==> src/rtl/led_mode_controller.sv <==
// Two-switch LED mode sequencer: synchronized, debounced switches; release of switch 1
// advances OFF/ALL_ON/BLINK/CHASE, release of switch 2 toggles a pause that freezes the display.
module led_mode_controller #(
  parameter int DEBOUNCE_LIMIT = 250000,
  parameter int BLINK_HALF     = 6250000
) (
  input  logic       i_Clk,
  input  logic       i_Rst,
  input  logic       i_Switch_1,
  input  logic       i_Switch_2,
  output logic       o_LED_1,
  output logic       o_LED_2,
  output logic       o_LED_3,
  output logic       o_LED_4,
  output logic [1:0] o_Mode,
  output logic       o_Paused
);

  localparam int CW = (DEBOUNCE_LIMIT > 2) ? $clog2(DEBOUNCE_LIMIT) : 1;
  localparam int TW = (BLINK_HALF > 2) ? $clog2(BLINK_HALF) : 1;
  localparam logic [CW-1:0] CNT_MAX = CW'(DEBOUNCE_LIMIT - 1);
  localparam logic [TW-1:0] TMR_MAX = TW'(BLINK_HALF - 1);

  typedef enum logic [1:0] {
    MODE_OFF    = 2'b00,
    MODE_ALL_ON = 2'b01,
    MODE_BLINK  = 2'b10,
    MODE_CHASE  = 2'b11
  } mode_t;

  // Bit 0 carries switch 1, bit 1 carries switch 2.
  logic [1:0]    w_raw;
  logic [1:0]    r_meta, r_sync, r_level, r_level_d;
  logic [CW-1:0] r_cnt [2];
  logic [1:0]    w_ev;

  assign w_raw = {i_Switch_2, i_Switch_1};
  assign w_ev  = r_level_d & ~r_level;

  always_ff @(posedge i_Clk) begin
    if (i_Rst) begin
      r_meta    <= '0;
      r_sync    <= '0;
      r_level   <= '0;
      r_level_d <= '0;
      for (int i = 0; i < 2; i++) r_cnt[i] <= '0;
    end else begin
      r_meta    <= w_raw;
      r_sync    <= r_meta;
      r_level_d <= r_level;
      for (int i = 0; i < 2; i++) begin
        if (r_sync[i] == r_level[i]) begin
          r_cnt[i] <= '0;
        end else if (r_cnt[i] == CNT_MAX) begin
          r_level[i] <= r_sync[i];
          r_cnt[i]   <= '0;
        end else begin
          r_cnt[i] <= r_cnt[i] + 1'b1;
        end
      end
    end
  end

  mode_t         r_mode, w_mode_next;
  logic          r_paused, w_paused_next;
  logic [TW-1:0] r_timer, w_timer_next;
  logic          r_phase, w_phase_next;
  logic [3:0]    r_pos, w_pos_next;
  logic [3:0]    r_led, w_led_next;
  logic          w_tick;

  always_ff @(posedge i_Clk) begin
    if (i_Rst) begin
      r_mode   <= MODE_OFF;
      r_paused <= 1'b0;
      r_timer  <= '0;
      r_phase  <= 1'b1;
      r_pos    <= 4'b0001;
      r_led    <= 4'b0000;
    end else begin
      r_mode   <= w_mode_next;
      r_paused <= w_paused_next;
      r_timer  <= w_timer_next;
      r_phase  <= w_phase_next;
      r_pos    <= w_pos_next;
      r_led    <= w_led_next;
    end
  end

  // A mode change wins over a same-cycle pause toggle and restarts the display from entry.
  always_comb begin
    w_mode_next   = r_mode;
    w_paused_next = r_paused;
    w_timer_next  = r_timer;
    w_phase_next  = r_phase;
    w_pos_next    = r_pos;
    w_led_next    = 4'b0000;
    w_tick        = !r_paused && (r_timer == TMR_MAX);

    if (w_ev[0]) begin
      case (r_mode)
        MODE_OFF:    w_mode_next = MODE_ALL_ON;
        MODE_ALL_ON: w_mode_next = MODE_BLINK;
        MODE_BLINK:  w_mode_next = MODE_CHASE;
        default:     w_mode_next = MODE_OFF;
      endcase
      w_paused_next = 1'b0;
      w_timer_next  = '0;
      w_phase_next  = 1'b1;
      w_pos_next    = 4'b0001;
    end else begin
      if (w_ev[1]) w_paused_next = !r_paused;
      if (!r_paused) w_timer_next = w_tick ? '0 : r_timer + 1'b1;
      if (w_tick) begin
        w_phase_next = !r_phase;
        w_pos_next   = {r_pos[2:0], r_pos[3]};
      end
    end

    case (w_mode_next)
      MODE_OFF:    w_led_next = 4'b0000;
      MODE_ALL_ON: w_led_next = 4'b1111;
      MODE_BLINK:  w_led_next = {4{w_phase_next}};
      default:     w_led_next = w_pos_next;
    endcase
  end

  assign o_LED_1  = r_led[0];
  assign o_LED_2  = r_led[1];
  assign o_LED_3  = r_led[2];
  assign o_LED_4  = r_led[3];
  assign o_Mode   = r_mode;
  assign o_Paused = r_paused;

endmodule

==> config.mk <==
export PLATFORM = sky130hd
export DESIGN_NAME = led_mode_controller
export DESIGN_NICKNAME = d
export VERILOG_FILES = /design/src/rtl/led_mode_controller.sv
export SDC_FILE = /design/constraint.sdc
export NUM_CORES = 1
export LEC_CHECK = 0
export ABC_AREA = 0
export CAP_MARGIN = 20
export CORE_ASPECT_RATIO = 1.4
export CORE_UTILIZATION = 65
export DETAILED_ROUTE_END_ITERATION = 16
export PLACE_DENSITY = 0.84
export SKIP_CTS_REPAIR_TIMING = 1
export SYNTH_ARGS = -nofsm -noshare
export SYNTH_HDL_FRONTEND = slang
export SYNTH_SLANG_ARGS = --single-unit
==> constraint.sdc <==
create_clock -name i_Clk -period 4 [get_ports i_Clk]
set_input_delay 0.8 -clock i_Clk [delete_from_list [all_inputs] [get_ports i_Clk]]
set_output_delay 0.8 -clock i_Clk [all_outputs]
set_load 0.02 [all_outputs]
== Yosys cells after proc, flatten, opt, wreduce, memory -nomap -nowiden ==
Memories as Yosys holds them, arrays and structs flattened.
Cells that the tools add are included.
Operators by class
  multiplexer cells: 38
  eq/ne operators: 9
  add/subtract/negate cells: 3
  $lt $le $gt $ge: 0
  shift-type cells: 0
  reduce and logical (&&, ||, !) cells: 8
  bitwise operators: 10
  multipliers: 0
  div/mod/pow operators: 0
Operators with widths (count)
  18-bit 2-to-1 mux: 6
  18-bit by 1-bit adder with 18-bit output (second input constant): 2
  18-bit equality test (second input constant): 2
  1-bit 2-to-1 mux: 26
  23-bit by 1-bit adder with 23-bit output (second input constant): 1
  23-bit equality test (second input constant): 1
  23-bit 2-to-1 mux: 1
  4-bit one-hot mux with 3 select lines: 1
  4-bit 2-to-1 mux: 2
  1-bit OR: 6
  2-bit one-hot mux with 3 select lines: 1
  2-bit by 1-bit equality test with 1-bit output (second input constant): 2
  2-bit equality test (second input constant): 2
  2-bit logical NOT: 2
  2-bit AND reduction: 2
  2-bit bitwise AND: 1
  1-bit equality test: 2
  1-bit logical NOT: 2
  2-bit 2-to-1 mux: 1
  1-bit inverter: 2
  2-bit inverter: 1
  2-bit OR reduction: 1
  1-bit logical AND: 1
Storage, ports and cells
  ROM bits: 0
  memories: 1
  word-level logic and storage cells: 80
  register bits: 43
  bits of input ports: 4
  bits in writable memories: 36
  output and inout port bits: 7
  bits in latches: 0
Memory list
  r_cnt: depth 2, bits a word 18, read ports 2, clocked after memory_dff 0, write ports 2, line 34  | logic [CW-1:0] r_cnt [2];

== Depth between registers and ports, before layout ==
Gate-level depths: netlist of the first run.
  depth after elaboration: 7
  gate-level depth with buffers: 8
  mapped depth without buffers: 6

== Least setup slack after synthesis of the first run ==
Ideal clock, no wire load.
  path type: flip-flop to flip-flop
  from: reg r_timer[8]
  to: reg r_led[1]
  library setup time: 0.139 ns
  path buffers: 0
  cell stages (with the launch flop): 6
  data required time: 3.861 ns
  clock period less this slack: 2.210 ns
  slack: 1.790 ns
  arrival time: 2.071 ns
  cell sequence: dfxtp_1 -> or4b_1 -> or4_4 -> nor3_4 -> mux2i_1 -> a211oi_2
On the way
  word-level cells in the longest chain between the ends: 5
  elaborated cells between the ends (all ways): 7
  those cells by class: 1 x eq/ne; 5 x mux; 1 x reduce/logical
RTL lines
  start: declaration: line 66  | logic [TW-1:0] r_timer, w_timer_next;
  start signal: assignment: line 83  | r_timer <= w_timer_next;
  23-bit equality test (*): line 98  | w_tick = !r_paused && (r_timer == TMR_MAX);
  1-bit logical AND (*): line 98
  4-bit 2-to-1 mux / 1-bit 2-to-1 mux (equally long branches): line 114  | if (w_tick) begin
  4-bit 2-to-1 mux / 1-bit 2-to-1 mux (equally long branches): line 100  | if (w_ev[0]) begin
  4-bit one-hot mux with 3 select lines (*): line 120  | case (w_mode_next)
  end signal: assignment: line 86  | r_led <= w_led_next;
  end: declaration: line 69  | logic [3:0] r_led, w_led_next;
Mark *: on every way between the ends. The rest lies on a longest branch, timed or not.
A chain may end at the register's enable or synchronous reset.

== Worst setup path in the final report of the first run ==
  from: reg r_timer[8]
  to: reg r_led[3]
The elaborated chain is that of the path after synthesis.

==> results.py, run 1 <==
metrics = {
    "cts": {
        "clk_pin_slew_ns": 0.08,
        "clock_latency_ns": 0.35,
        "cts_max_level": 3,
        "clock_sinks": 79,
        "max-clock-path-buffers": 2,
        "numCtsBuffers": 9,
        "cts-root-buf": "clkbuf_8",
        "cts_tree": "done",
    },
    "worst_setup_path": {
        "critPathSlowestCell": "or4_4",
        "ff2ff_path_depth": 5,
        "critPathLaunchType": "register",
        "path_cells": "or4b_1, or4_4, nor3_4, mux2i_1, a211oi_1",
        "critPathArrivalTime_ns": 2.62,
        "cpLargestDelayFamily": "simple AND/OR/NAND/NOR gates",
        "crit_fanout": 6,
        "cp.buffers_inverters": 0,
        "ff2ff_setup_slack_ns": 1.60,
        "critPathRequiredTime_ns": 4.22,
        "crit_path_end_kind": "register",
        "rr_startpoint": "r_timer[8]",
        "slowest_delay_ns": 0.57,
        "critical_path_class": "register to register",
        "r2r-end": "r_led[3]",
    },
    "flow_run": {
        "maxCapViolations": 0,
    },
    "drt": {
        "drtPass1Iterations": 4,
        "routed_wirelength_um": 6270,
        "routedWlPerCell_um": 12.6,
        "vias": 2655,
        "vias_per_cell": 5.34,
        "ant_nets": 0,
        "drt_iter0_markers": 136,
        "drc": 0,
    },
    "floorplanning": {
        "die_h_um": 91.5,
        "chipWidth_um": 65.9,
        "ios": 11,
        "rows": 32,
        "core-area_um2": 5530,
        "start_util_pct": 67.3,
        "dieArea_um2": 6030,
    },
    "timing": {
        "fmax_mhz": 417,
        "final.period_utilization_pct": 60.0,
        "fin_worst_hold_slack_ns": 0.438,
        "setup_viol": 0,
        "tns_ns": 0,
        "hold_viol": 0,
        "slew_viol_final": 0,
        "worst_slew_margin_rel_pct": 60.2,
        "finClkSkew_ns": 0.00806,
        "rsz0062_at_grt": "no",
        "finalCriticalPeriod_ns": 2.40,
        "worstMarginPinSlew_ns": 0.597,
    },
    "yosys": {
        "ys.flop_type": "dfxtp_1",
        "yosysSeqAreaShare_pct": 52.2,
        "synth_seq_cells": 79,
        "synthesis.area_um2": 3720,
        "synthArstFlopShare_pct": 0,
        "syn_area_per_cell_um2": 9.92,
        "synth.distinct_cells": 39,
        "synth_edf_count": 36,
        "netlist_instances": 375,
        "ys_warn_count": 0,
    },
    "power_and_ir_drop": {
        "powerDensity_nw_per_um2": 364,
        "worst_ir_drop_vdd_uv": 226,
        "power_mw": 1.54,
        "p_leak_nw": 1.48,
    },
    "min_path": {
        "worstHoldPathCells": 1,
        "hp-class": "register to register",
        "hp-start": "r_meta[0]",
        "hold_path_end": "r_sync[0]",
    },
    "global_route": {
        "grt_pass1_vias": 2595,
        "antenna_found_initial": 0,
        "grt_max_degree": 22,
        "grt.total_usage_pct": 23.7,
        "grt_overflow_total": 0,
        "grt_pass1_wl_um": 10900,
    },
    "cells_and_area": {
        "drive_above_1_share_pct": 5.13,
        "syn_to_final_growth_pct": 13.5,
        "final_util_pct": 76.4,
        "final_nets": 433,
        "antenna_cells": 0,
    },
    "status": {
        "outcome": "complete, no violations",
    },
    "place": {
        "portBuffers": 10,
        "hpwl_um": 4370,
        "gp_congestion": 0.790,
    },
}
[cells in the mapped netlist, drive strengths merged (5+ instances only)]
cell	count	area share, %
or3	5	0.84
a21oi	5	0.67
o21ai	6	0.81
mux2i	6	1.6
xnor2	32	7.5
xor2	22	5.2
nor2	76	7.7
nor2b	10	1.7
and4	5	1.2
edfxtp	36	29
a211oi	5	1.3
and2	5	0.84
nand3	20	2.7
nor3	13	2.1
inv	10	1.0
clkbuf	7	0.71
nand4	13	2.2
and3	6	1.0
ha	5	1.7
nand2	21	2.1
dfxtp	43	23
[stage by stage]
stage / instances / worst slack (ns) / cell area [um2]
final: 497 / 1.60 / 4220
after global routing: 497 / 1.35 / 4220
after CTS: 497 / 1.60 / 4220
after detailed placement: 481 / 1.42 / 4010
after global placement: 481 / 1.48 / 4010
after floorplan: 410 / 1.79 / 3850
[worst max-delay path by stage]
stage	from	to	cells past startpoint
after floorplan	r_timer[8]	r_led[1]	5
after global placement	i_Rst	r_cnt[1][10]	3
after detailed placement	i_Rst	r_cnt[1][5]	3
after CTS	r_cnt[1][9]	r_cnt[1][5]	5
after global routing	r_cnt[1][9]	r_cnt[1][5]	5
final	r_timer[8]	r_led[3]	5
[layout by cell type, fill, tap and decap left out, types with 4 or more instances in the layout]
cell / instances
nor2_1: 76
dfxtp_1: 43
edfxtp_1: 36
conb_1: 36
xnor2_1: 32
xor2_1: 22
nand2_1: 21
nand3_1: 20
nand4_1: 13
nor3_1: 12
clkbuf_8: 12
inv_1: 10
nor2b_1: 10
clkdlybuf4s50_1: 10
and3_1: 6
mux2i_1: 6
or3_1: 5
and4_1: 5
and2_1: 5
a21oi_1: 5
ha_1: 5
nor4_1: 4
o21ai_0: 4
[state kept, by name, indices dropped and copies added (netlist names)]
name       flops
r_cnt         36
r_timer       23
r_led          4
r_pos          4
o_Mode         2
r_level        2
r_level_d      2
r_meta         2
r_sync         2
o_Paused       1
r_phase        1
[metal layers]
layer / routed length, um / track usage, % / up-vias
met5: 0 / 0 / -
met4: 138 / 11.4 / 0
met3: 167 / 5.28 / 14
met2: 3210 / 40.5 / 36
met1: 2750 / 27.0 / 1243
li1: - / - / 1362
[report_power, final]
group | internal [mW] | total, mW | switching [mW]
Clock | 0.316 | 0.601 | 0.286
Sequential | 0.863 | 0.883 | 0.0197
Combinational | 0.0222 | 0.0516 | 0.0294
[final cells by class]
type / instances / area (um2)
flip-flops and latches: 79 / 1940
multi-input cells: 313 / 1840
fillers: 399 / 1300
clock buffers: 13 / 190
repair buffers: 11 / 108
well taps: 68 / 85.1
inverters: 10 / 37.5
clock inverters: 3 / 18.8
[cells by family after synthesis]
group | after synthesis | share of synthesized area (%)
AOI/OAI and AO/OA | 18 | 3.16
xor gates and xnor gates | 54 | 12.7
adders and majority gates | 5 | 1.68
buffers and inverters | 18 | 1.82
DFF | 79 | 52.2
muxes | 6 | 1.62
other | 1 | 0.101
and+or+nand+nor | 194 | 26.7
[worst register-to-register path: stages, from the launching register on]
cell      delay, ns
dfxtp_1        0.36
or4b_1         0.54
or4_4          0.57
nor3_4         0.38
mux2i_1        0.32
a211oi_1       0.11
(Power assumes the default switching activity.)
==> run 2: changes to the inputs <==
--- a/config.mk
+++ b/config.mk
@@ -8,9 +8,9 @@
 export ABC_AREA = 0
 export CAP_MARGIN = 20
 export CORE_ASPECT_RATIO = 1.4
-export CORE_UTILIZATION = 65
+export CORE_UTILIZATION = 55
 export DETAILED_ROUTE_END_ITERATION = 16
-export PLACE_DENSITY = 0.84
+export PLACE_DENSITY = 0.75
 export SKIP_CTS_REPAIR_TIMING = 1
 export SYNTH_ARGS = -nofsm -noshare
 export SYNTH_HDL_FRONTEND = slang
==> constraint.sdc (replaced) <==
create_clock -name i_Clk -period 1.95 [get_ports i_Clk]
set_input_delay 0.39 -clock i_Clk [delete_from_list [all_inputs] [get_ports i_Clk]]
set_output_delay 0.39 -clock i_Clk [all_outputs]
set_load 0.02 [all_outputs]
==> run 2 against run 1 <==
  * The run now ends with setup timing left
  * Non-clock buffer count increased by 34
  * Clock skew is essentially flat
  * Core utilization decreased by 6.4 points
  * Register-to-register slack lost 1.9 ns
  * Flip-flop and latch count did not move
  * Final area rose by 9.0%
  * Hold slack improved by 0.0032 ns
==> results.py, run 2 (synthesis results as in run 1) <==
metrics = {
    "status": {
        "outcome": "finished with violations",
        "violations": "setup timing",
    },
    "cells_and_area": {
        "largest_reg_flops": 36,
        "final_nets": 467,
        "syn_to_final_growth_pct": 23.7,
        "reg_top3": "r_cnt x36, r_timer x23",
        "regMostFlops": "r_cnt",
        "final_common_cell": "nor2_1",
        "final_area_um2": 4600,
        "antenna_cells": 0,
        "drive_above_1_share_pct": 15.1,
        "final_util_pct": 70.0,
        "mostFrequentLayoutCells": "75 x nor2_1, 41 x dfxtp_1, 36 x edfxtp_1, 36 x conb_1, 32 x xnor2_1",
    },
    "worst_setup_path": {
        "critical_path_class": "register to register",
        "crit_fanout": 5,
        "critPathLaunchType": "register",
        "critPathArrivalTime_ns": 2.45,
        "critPathRequiredTime_ns": 2.16,
        "crit_path_end_kind": "register",
    },
    "power_and_ir_drop": {
        "worst_ir_drop_vdd_uv": 548,
        "powerDensity_nw_per_um2": 684,
        "p_leak_nw": 1.72,
    },
    "drt": {
        "routed_wirelength_um": 6820,
        "ant_nets": 0,
        "drt_iter0_markers": 122,
        "vias_per_cell": 5.20,
        "drtPass1Iterations": 4,
        "drc": 0,
        "vias": 2793,
        "routedWlPerCell_um": 12.7,
    },
    "global_route": {
        "grt_pass1_wl_um": 11400,
        "grt_pass1_vias": 2713,
        "grt_overflow_total": 0,
        "grt.total_usage_pct": 20.5,
        "grt_max_degree": 22,
        "antenna_found_initial": 0,
    },
    "floorplanning": {
        "ios": 11,
        "dieArea_um2": 7100,
        "rows": 35,
        "chipWidth_um": 71.5,
        "core-area_um2": 6570,
        "start_util_pct": 56.6,
        "die_h_um": 99.3,
    },
    "place": {
        "hpwl_um": 4890,
        "gp_congestion": 0.885,
        "portBuffers": 10,
        "place_area_um2": 4310,
    },
    "timing": {
        "rsz0062_at_grt": "yes",
        "final.period_utilization_pct": 115,
        "fmax_mhz": 446,
        "fin_ws_ns": -0.293,
        "worst_slew_margin_rel_pct": 65.2,
        "setup_viol": 31,
        "finClkSkew_ns": 0.00792,
        "finalCriticalPeriod_ns": 2.24,
        "hold_viol": 0,
        "slew_viol_final": 0,
        "worstMarginPinSlew_ns": 0.518,
    },
    "cts": {
        "cts_tree": "done",
        "max-clock-path-buffers": 2,
        "cts_max_level": 3,
        "clock_sinks": 79,
        "cts-root-buf": "clkbuf_8",
        "numCtsBuffers": 9,
        "clock_latency_ns": 0.34,
        "clk_pin_slew_ns": 0.08,
    },
    "min_path": {
        "hp-class": "register to register",
    },
    "flow_run": {
        "maxCapViolations": 0,
    },
}
[run 2: worst paths after layout]
| kind | endpoint | slack [ns] | from | cells after the start |
|---|---|---|---|---|
| worst max-delay path | r_led[3] | -0.29 | r_timer[6] | 6 |
| worst min-delay path | r_sync[0] | 0.44 | r_meta[0] | 1 |
| worst max register to register | r_led[3] | -0.29 | r_timer[6] | 6 |
| worst min register to register | r_sync[0] | 0.44 | r_meta[0] | 1 |
[run 2: metrics by stage]
stage               instances  TNS, ns  total power, mW  hold slack, ns  setup slack, ns
detailed placement        519    -4.09             1.98           0.428           -0.326
CTS                       535    -5.01             3.17           0.447           -0.338
global placement          519    -3.08             1.97           0.423           -0.277
global route              537    -5.58             3.26           0.474           -0.359
floorplan                 410    -1.45             1.92           0.414           -0.211
finish                    537    -3.84             3.15           0.442           -0.293
[run 2: worst max-delay path, stage by stage, from the launching register on]
cell,delay [ns]
dfxtp_1,0.32
or4_4,0.52
or4_4,0.57
nor3_4,0.19
buf_6,0.17
mux2i_2,0.25
a211oi_1,0.10
[run 2: per-layer routing]
layer	vias to the layer above	share of wire, %	routed length, um	GRT usage [%]
met1	1339	44	3010	23.6
met4	0	1.2	82	6.79
met5	-	0	0	0
li1	1428	-	-	-
met3	8	2.0	139	4.56
met2	18	53	3590	37.4
[run 2: power by group]
part | switching [mW] | internal, mW | leakage [nW] | total, mW
logic | 0.0735 | 0.0680 | 0.887 | 0.142
clock network | 0.581 | 0.620 | 0.110 | 1.20
registers | 0.0353 | 1.77 | 0.720 | 1.81
[run 2: layout make-up]
type                       count  area (um2)
fill                         530        1970
sequential                    79        1940
multi-input combinational    313        1920
timing repair buffer          45         404
clock buffer                  12         179
tap                           74        92.6
inverter                      10        37.5
clock inverter                 4        22.5
